## config.mk

```make
export PLATFORM = sky130hd
export DESIGN_NAME = console_uart
export DESIGN_NICKNAME = d
export VERILOG_FILES = /design/src/rtl/console_uart.sv
export SDC_FILE = /design/constraint.sdc
export NUM_CORES = 1
export LEC_CHECK = 0
export ABC_AREA = 1
export CORE_MARGIN = 2
export CORE_UTILIZATION = 40
export CTS_CLUSTER_SIZE = 12
export DETAILED_ROUTE_END_ITERATION = 8
export GPL_TIMING_DRIVEN = 1
export PLACE_DENSITY = 0.63
export REMOVE_ABC_BUFFERS = 1
export SYNTH_ARGS = -nofsm -noshare
export SYNTH_HDL_FRONTEND = slang
export SYNTH_SLANG_ARGS = --single-unit
```

## constraint.sdc

```tcl
create_clock -name clock -period 2.6 [get_ports clock]
set_clock_uncertainty 0.15 [all_clocks]
set_input_delay 0.26 -clock clock [delete_from_list [all_inputs] [get_ports clock]]
set_output_delay 0.26 -clock clock [all_outputs]
set_load 0.01 [all_outputs]
```

## src/rtl/console_uart.sv

```systemverilog
// console_uart: full-duplex asynchronous console serial port.
// 1 start bit, DATA_BITS data bits LSB first, 1 stop bit, no parity.
// TX and RX each have a small FIFO. RX keeps sticky framing and overrun flags.
//
// Host side handshake: tx_write and rx_read are single-cycle strobes.
// - tx_write takes tx_data only when tx_full is low; a write while full is dropped.
// - rx_read pops the head only when rx_valid is high; a read while empty is ignored.
// - rx_data is the registered head of the RX FIFO. It is valid while rx_valid is high.
module console_uart #(
   parameter int DIVISOR   = 434,
   parameter int DATA_BITS = 8,
   parameter int TX_DEPTH  = 4,
   parameter int RX_DEPTH  = 4
) (
   input  logic                 clock,
   input  logic                 reset,
   input  logic [DATA_BITS-1:0] tx_data,
   input  logic                 tx_write,
   output logic                 tx_full,
   output logic                 tx_idle,
   output logic [DATA_BITS-1:0] rx_data,
   input  logic                 rx_read,
   output logic                 rx_valid,
   output logic                 rx_framing_err,
   output logic                 rx_overrun,
   input  logic                 err_clear,
   input  logic                 console_rxd,
   output logic                 console_txd,
   output logic [1:0]           tx_state_dbg,
   output logic [2:0]           rx_state_dbg
);

   localparam int CW  = $clog2(DIVISOR);
   localparam int BW  = $clog2(DATA_BITS);
   localparam int TAW = $clog2(TX_DEPTH);
   localparam int RAW = $clog2(RX_DEPTH);

   typedef enum logic [1:0] {TX_IDLE, TX_START, TX_DATA, TX_STOP} tx_state_t;
   typedef enum logic [2:0] {RX_IDLE, RX_START_CHK, RX_DATA, RX_STOP, RX_WAIT_HIGH} rx_state_t;

   // ---------------- TX FIFO ----------------
   logic [DATA_BITS-1:0] tx_mem [TX_DEPTH];
   logic [TAW:0]         tx_wr_q, tx_rd_q;
   logic                 tx_empty, tx_push, tx_pop;
   logic [DATA_BITS-1:0] tx_head;

   assign tx_empty = (tx_wr_q == tx_rd_q);
   assign tx_full  = (tx_wr_q[TAW] != tx_rd_q[TAW]) && (tx_wr_q[TAW-1:0] == tx_rd_q[TAW-1:0]);
   assign tx_push  = tx_write && !tx_full;
   assign tx_head  = tx_mem[tx_rd_q[TAW-1:0]];

   // TX FIFO storage; contents need no reset because the pointers qualify them
   always_ff @(posedge clock) begin
      if (tx_push) tx_mem[tx_wr_q[TAW-1:0]] <= tx_data;
   end

   // TX FIFO pointers
   always_ff @(posedge clock or posedge reset) begin
      if (reset) begin
         tx_wr_q <= '0;
         tx_rd_q <= '0;
      end else begin
         if (tx_push) tx_wr_q <= tx_wr_q + 1'b1;
         if (tx_pop)  tx_rd_q <= tx_rd_q + 1'b1;
      end
   end

   // ---------------- TX FSM ----------------
   tx_state_t            tx_state_q, tx_state_d;
   logic [CW-1:0]        tx_cnt_q, tx_cnt_d;
   logic [BW-1:0]        tx_bit_q, tx_bit_d;
   logic [DATA_BITS-1:0] tx_shift_q, tx_shift_d;
   logic                 txd_q, txd_d;
   logic                 tx_tick;

   assign tx_tick = (tx_cnt_q == CW'(DIVISOR - 1));

   // TX next state: every state lasts DIVISOR cycles. STOP chains straight into START when more data is queued.
   always_comb begin
      tx_state_d = tx_state_q;
      tx_cnt_d   = tx_cnt_q;
      tx_bit_d   = tx_bit_q;
      tx_shift_d = tx_shift_q;
      tx_pop     = 1'b0;
      case (tx_state_q)
         TX_IDLE: begin
            if (!tx_empty) begin
               tx_pop     = 1'b1;
               tx_shift_d = tx_head;
               tx_cnt_d   = '0;
               tx_state_d = TX_START;
            end
         end
         TX_START: begin
            if (tx_tick) begin
               tx_cnt_d   = '0;
               tx_bit_d   = '0;
               tx_state_d = TX_DATA;
            end else begin
               tx_cnt_d = tx_cnt_q + 1'b1;
            end
         end
         TX_DATA: begin
            if (tx_tick) begin
               tx_cnt_d = '0;
               if (tx_bit_q == BW'(DATA_BITS - 1)) begin
                  tx_state_d = TX_STOP;
               end else begin
                  tx_bit_d   = tx_bit_q + 1'b1;
                  tx_shift_d = tx_shift_q >> 1;
               end
            end else begin
               tx_cnt_d = tx_cnt_q + 1'b1;
            end
         end
         TX_STOP: begin
            if (tx_tick) begin
               tx_cnt_d = '0;
               if (!tx_empty) begin
                  tx_pop     = 1'b1;
                  tx_shift_d = tx_head;
                  tx_state_d = TX_START;
               end else begin
                  tx_state_d = TX_IDLE;
               end
            end else begin
               tx_cnt_d = tx_cnt_q + 1'b1;
            end
         end
         default: tx_state_d = TX_IDLE;
      endcase
      // Serial output is registered from the next state so the pin never glitches
      case (tx_state_d)
         TX_START: txd_d = 1'b0;
         TX_DATA:  txd_d = tx_shift_d[0];
         default:  txd_d = 1'b1;
      endcase
   end

   // TX state registers; reset forces the line idle high immediately
   always_ff @(posedge clock or posedge reset) begin
      if (reset) begin
         tx_state_q <= TX_IDLE;
         tx_cnt_q   <= '0;
         tx_bit_q   <= '0;
         tx_shift_q <= '0;
         txd_q      <= 1'b1;
      end else begin
         tx_state_q <= tx_state_d;
         tx_cnt_q   <= tx_cnt_d;
         tx_bit_q   <= tx_bit_d;
         tx_shift_q <= tx_shift_d;
         txd_q      <= txd_d;
      end
   end

   assign console_txd  = txd_q;
   assign tx_idle      = (tx_state_q == TX_IDLE) && tx_empty;
   assign tx_state_dbg = tx_state_q;

   // ---------------- RX synchroniser ----------------
   logic rxd_s1_q, rxd_s2_q, rxd_prev_q;

   // Two-flop synchroniser plus one delayed copy for falling-edge detection
   always_ff @(posedge clock or posedge reset) begin
      if (reset) begin
         rxd_s1_q   <= 1'b1;
         rxd_s2_q   <= 1'b1;
         rxd_prev_q <= 1'b1;
      end else begin
         rxd_s1_q   <= console_rxd;
         rxd_s2_q   <= rxd_s1_q;
         rxd_prev_q <= rxd_s2_q;
      end
   end

   // ---------------- RX FSM ----------------
   rx_state_t            rx_state_q, rx_state_d;
   logic [CW-1:0]        rx_cnt_q, rx_cnt_d;
   logic [BW-1:0]        rx_bit_q, rx_bit_d;
   logic [DATA_BITS-1:0] rx_shift_q, rx_shift_d;
   logic                 rx_tick, rx_push_req, frame_err_set;

   assign rx_tick = (rx_cnt_q == CW'(DIVISOR - 1));

   // RX next state: confirm the start bit at mid-bit, then sample data and stop one bit time apart
   always_comb begin
      rx_state_d    = rx_state_q;
      rx_cnt_d      = rx_cnt_q;
      rx_bit_d      = rx_bit_q;
      rx_shift_d    = rx_shift_q;
      rx_push_req   = 1'b0;
      frame_err_set = 1'b0;
      case (rx_state_q)
         RX_IDLE: begin
            // The detection cycle already counts toward the half-bit wait
            if (rxd_prev_q && !rxd_s2_q) begin
               rx_cnt_d   = CW'(1);
               rx_state_d = RX_START_CHK;
            end
         end
         RX_START_CHK: begin
            if (rx_cnt_q == CW'(DIVISOR / 2 - 1)) begin
               rx_cnt_d = '0;
               rx_bit_d = '0;
               rx_state_d = rxd_s2_q ? RX_IDLE : RX_DATA;
            end else begin
               rx_cnt_d = rx_cnt_q + 1'b1;
            end
         end
         RX_DATA: begin
            if (rx_tick) begin
               rx_cnt_d   = '0;
               rx_shift_d = {rxd_s2_q, rx_shift_q[DATA_BITS-1:1]};
               if (rx_bit_q == BW'(DATA_BITS - 1)) rx_state_d = RX_STOP;
               else                                rx_bit_d   = rx_bit_q + 1'b1;
            end else begin
               rx_cnt_d = rx_cnt_q + 1'b1;
            end
         end
         RX_STOP: begin
            if (rx_tick) begin
               rx_cnt_d = '0;
               if (rxd_s2_q) begin
                  rx_push_req = 1'b1;
                  rx_state_d  = RX_IDLE;
               end else begin
                  frame_err_set = 1'b1;
                  rx_state_d    = RX_WAIT_HIGH;
               end
            end else begin
               rx_cnt_d = rx_cnt_q + 1'b1;
            end
         end
         RX_WAIT_HIGH: begin
            // A held-low line (break) must not retrigger a new character
            if (rxd_s2_q) rx_state_d = RX_IDLE;
         end
         default: rx_state_d = RX_IDLE;
      endcase
   end

   // RX state registers
   always_ff @(posedge clock or posedge reset) begin
      if (reset) begin
         rx_state_q <= RX_IDLE;
         rx_cnt_q   <= '0;
         rx_bit_q   <= '0;
         rx_shift_q <= '0;
      end else begin
         rx_state_q <= rx_state_d;
         rx_cnt_q   <= rx_cnt_d;
         rx_bit_q   <= rx_bit_d;
         rx_shift_q <= rx_shift_d;
      end
   end

   assign rx_state_dbg = rx_state_q;

   // ---------------- RX FIFO ----------------
   logic [DATA_BITS-1:0] rx_mem [RX_DEPTH];
   logic [RAW:0]         rx_wr_q, rx_rd_q, rx_rd_inc;
   logic                 rx_empty, rx_full, rx_pop, rx_push, overrun_set;
   logic [DATA_BITS-1:0] rx_data_q, rx_data_d;
   logic                 framing_q, framing_d, overrun_q, overrun_d;

   assign rx_empty    = (rx_wr_q == rx_rd_q);
   assign rx_full     = (rx_wr_q[RAW] != rx_rd_q[RAW]) && (rx_wr_q[RAW-1:0] == rx_rd_q[RAW-1:0]);
   assign rx_rd_inc   = rx_rd_q + 1'b1;
   assign rx_pop      = rx_read && !rx_empty;
   // A pop in the same cycle frees a slot, so a full FIFO still accepts the character
   assign rx_push     = rx_push_req && (!rx_full || rx_pop);
   assign overrun_set = rx_push_req && rx_full && !rx_pop;

   // Registered head: follows the next entry after a pop, or the first character into an empty FIFO
   always_comb begin
      rx_data_d = rx_data_q;
      if (rx_pop) begin
         if (rx_rd_inc != rx_wr_q) rx_data_d = rx_mem[rx_rd_inc[RAW-1:0]];
         else if (rx_push)         rx_data_d = rx_shift_q;
      end else if (rx_empty && rx_push) begin
         rx_data_d = rx_shift_q;
      end
      framing_d = frame_err_set ? 1'b1 : (err_clear ? 1'b0 : framing_q);
      overrun_d = overrun_set   ? 1'b1 : (err_clear ? 1'b0 : overrun_q);
   end

   // RX FIFO storage
   always_ff @(posedge clock) begin
      if (rx_push) rx_mem[rx_wr_q[RAW-1:0]] <= rx_shift_q;
   end

   // RX FIFO pointers, head register and sticky error flags
   always_ff @(posedge clock or posedge reset) begin
      if (reset) begin
         rx_wr_q   <= '0;
         rx_rd_q   <= '0;
         rx_data_q <= '0;
         framing_q <= 1'b0;
         overrun_q <= 1'b0;
      end else begin
         if (rx_push) rx_wr_q <= rx_wr_q + 1'b1;
         if (rx_pop)  rx_rd_q <= rx_rd_inc;
         rx_data_q <= rx_data_d;
         framing_q <= framing_d;
         overrun_q <= overrun_d;
      end
   end

   assign rx_data        = rx_data_q;
   assign rx_valid       = !rx_empty;
   assign rx_framing_err = framing_q;
   assign rx_overrun     = overrun_q;

endmodule

```

==> run metrics <==
top post-synthesis cells by count=174 x nand2_1, 67 x dfrtp_1, 64 x edfxtp_1, 62 x nor2_1, 54 x inv_1; R2R Setup Slk=~0.29 ns; Wirelength per Cell=about 13 microns; worst-margin pin slew=0.828 ns; fmax=just over 0.4 GHz; Crit Reg-Reg Startpoint=tx_wr_q[0]; top cells by area, synth=edfxtp_1 30%, dfrtp_1 26%, nand2_1 10%; Fin Hold WS=between 0.06 and 0.07 ns; reg2reg end=tx_mem[3][7]; DR vias=~4.6k; most common cell in the synthesized netlist=nand2_1; Mapped Area=0.00644 sq mm; Worst-Skew Late Latency=approximately 0.42 ns; layout cell share with drive strength beyond 1=between 10 and 15%; Syn Inst Count=~670; CP Capture Type=primary output; Inserted Clock Buffers=17; crit path DAT=2.06 ns; H-tree Lvls=4; TritonCTS clock tree=done; Via density=about 4.9; row count=between 40 and 50; fin worst setup slack=0.126 ns; Final Setup Violations=0; Multi-input gate area=about 0.0024 sq mm; EDFF count, synth=64; CTS clock-pin slew for the worst setup and hold paths=about 0.060 ns; Placed Cells=between 900 and 1k; gr usage total=between 10% and 20%; CP Data Required Time=2.19 ns; die width=131 microns; post-synthesis register bit count=135; Placement Cell Area=roughly 0.0071 sq mm; largest net degree at the start of global routing=47; register area=roughly 0.0037 sq mm; pre-CTS setup slack=around 0.32 ns; Ys Warns=0; Fillers=1426; clk root buf=clkbuf_16; hold_buf cts=0; leading area contributor after synthesis=edfxtp_1; antenna violations before repair=0; # clock sinks=around 140; Util after Layout=49.0%; Crit Path Category=reg -> out; vias in the first global route=about 4.5k; Non-Filler Instances=approximately 950; CTS max path bufs=2; Most used DFF post-synth=dfrtp_1; DPL Wire Length=~8700 microns; port bufs=32; worst setup path start=tx_state_dbg[0]; Syn-to-layout area delta=20.4%; final slew viol count=0; Pre-antenna DRT Iters=5; area share of the largest cell type after synthesis=between 20% and 30%; async set-reset flop share out of synthesis=a little over half; ant diodes=0; total gr overflow=0; Design Power=6.09 mW; Hold WC Path Type=in -> async; register area share after synthesis=between 50 and 60%; R2R depth=7; global placement routability congestion=0.878; Post-Route WL=roughly 12000 microns; CP startpoint kind=register; Max VDD drop=0.525 mV; Die ar.=roughly 0.017 sq mm; Max-cap violations=0; CP max FO=6; starting density of the core=about two fifths; outcome=finished, final reports clean; DRC=0; Netlist cell types=44; first-pass GRT wire length=slightly above 20000 microns; Die Y=131 microns; layout net count=approximately 760; mean area per synthesized cell=approximately 9.7 sq um; Design Area, Final=0.00775 sq mm; core area=roughly 0.016 sq mm; Slew HR=44.6%; pwr dens=around 780 mW/mm^2; final worst path period need=roughly 2.5 ns; fin crit share=between 90% and 100%; # IOs=33; Initial DRC Count=250; setup TNS=0 ns; Post-DRT Antenna Nets=0; endpoints failing hold=0; crit path capture=tx_idle; leakage=about 3.4 nW; RSZ-0062 raised after global routing=false
[power by group]
part / internal (mW) / switching (mW) / total (mW)
Combinational: 0.278 / 0.562 / 0.840
Clock: 1.82 / 0.875 / 2.70
Sequential: 2.43 / 0.120 / 2.55
[worst max-delay path: stages, from the launching register on]
cell and delay (ns):
dfrtp_1 0.45, inv_1 0.16, ha_1 0.24, inv_1 0.13, nor2_4 0.13, clkdlybuf4s50_1 0.55
[cell usage in the layout, fill, tap and decap left out, types with 8 or more instances in the layout]
master           Yosys  routed
inv_2               13      15
o22ai_1             11      11
o21ai_1              9       9
a21oi_1             20      20
ha_1                25      25
inv_1               54      52
nand3_1             35      35
clkdlybuf4s50_1      0      32
buf_4                3      11
nor3_1               8       8
o21ai_0             38      38
clkbuf_16            0      17
xor2_1              12      12
nand2_1            174     174
edfxtp_1            64      64
nor2_1              62      62
dfrtp_1             67      67
[state kept, by name, indices dropped and copies added (netlist names), 8 cells and up]
register and flops:
rx_shift_q 8, tx_cnt_q 9, rx_mem 32, rx_data 8
rx_cnt_q 9, tx_mem 32, tx_shift_q 8
[cell families (layout without fill, tap and decap cells)]
group                    count (synthesis)  count (layout)  synth area share, %
AO/OA/AOI/OAI                           95              95                 8.72
adder cells (fa/ha/maj)                 25              25                 4.86
buffers and inverters                   81             146                 5.01
XOR/XNOR                                15              15                 2.16
flip-flops                             135             135                 57.5
multiplexers                             3               3                0.524
AND/OR/NAND/NOR                        311             311                 21.2
[repair_timing]
| action | 4_1_cts | 5_1_grt |
|---|---|---|
| endpoints found under the setup margin | 1 | 1 |
| hold endpoints to repair | 0 | 0 |
| pin swaps | 1 | 0 |
| setup buffers | 1 | 0 |
| gates resized for setup | 0 | 2 |
[worst min path at each step]
stage | start | endpoint | slack, ns | cells after the start
2_1_floorplan | console_rxd | rxd_s1_q | 0.11 | 0
3_3_place_gp | rxd_s1_q | rxd_s2_q | 0.20 | 0
3_5_place_dp | rxd_s1_q | rxd_s2_q | 0.20 | 0
4_1_cts | reset | rxd_s2_q | 0.05 | 2
5_1_grt | reset | rxd_s2_q | 0.06 | 2
6_report | reset | rxd_s2_q | 0.07 | 2
[layout make-up]
cell class	instances	area share [%]
flip-flops and latches	135	47.8
multi-input cells	449	31.2
clock buffers	20	5.76
repair buffers	44	5.45
well taps	216	3.48
inverters	70	3.42
clock inverters	12	2.89
[layer usage]
metal  track usage, %  vias to the layer above  part of all wire, %
met5                0                        -                    0
met4             8.01                        0                  2.6
met3             4.40                       27                  3.4
met2             25.6                       94                   49
met1             19.1                     2173                   45
li1                 -                     2320                    -
Note: power is estimated with default switching activity, not from simulation.
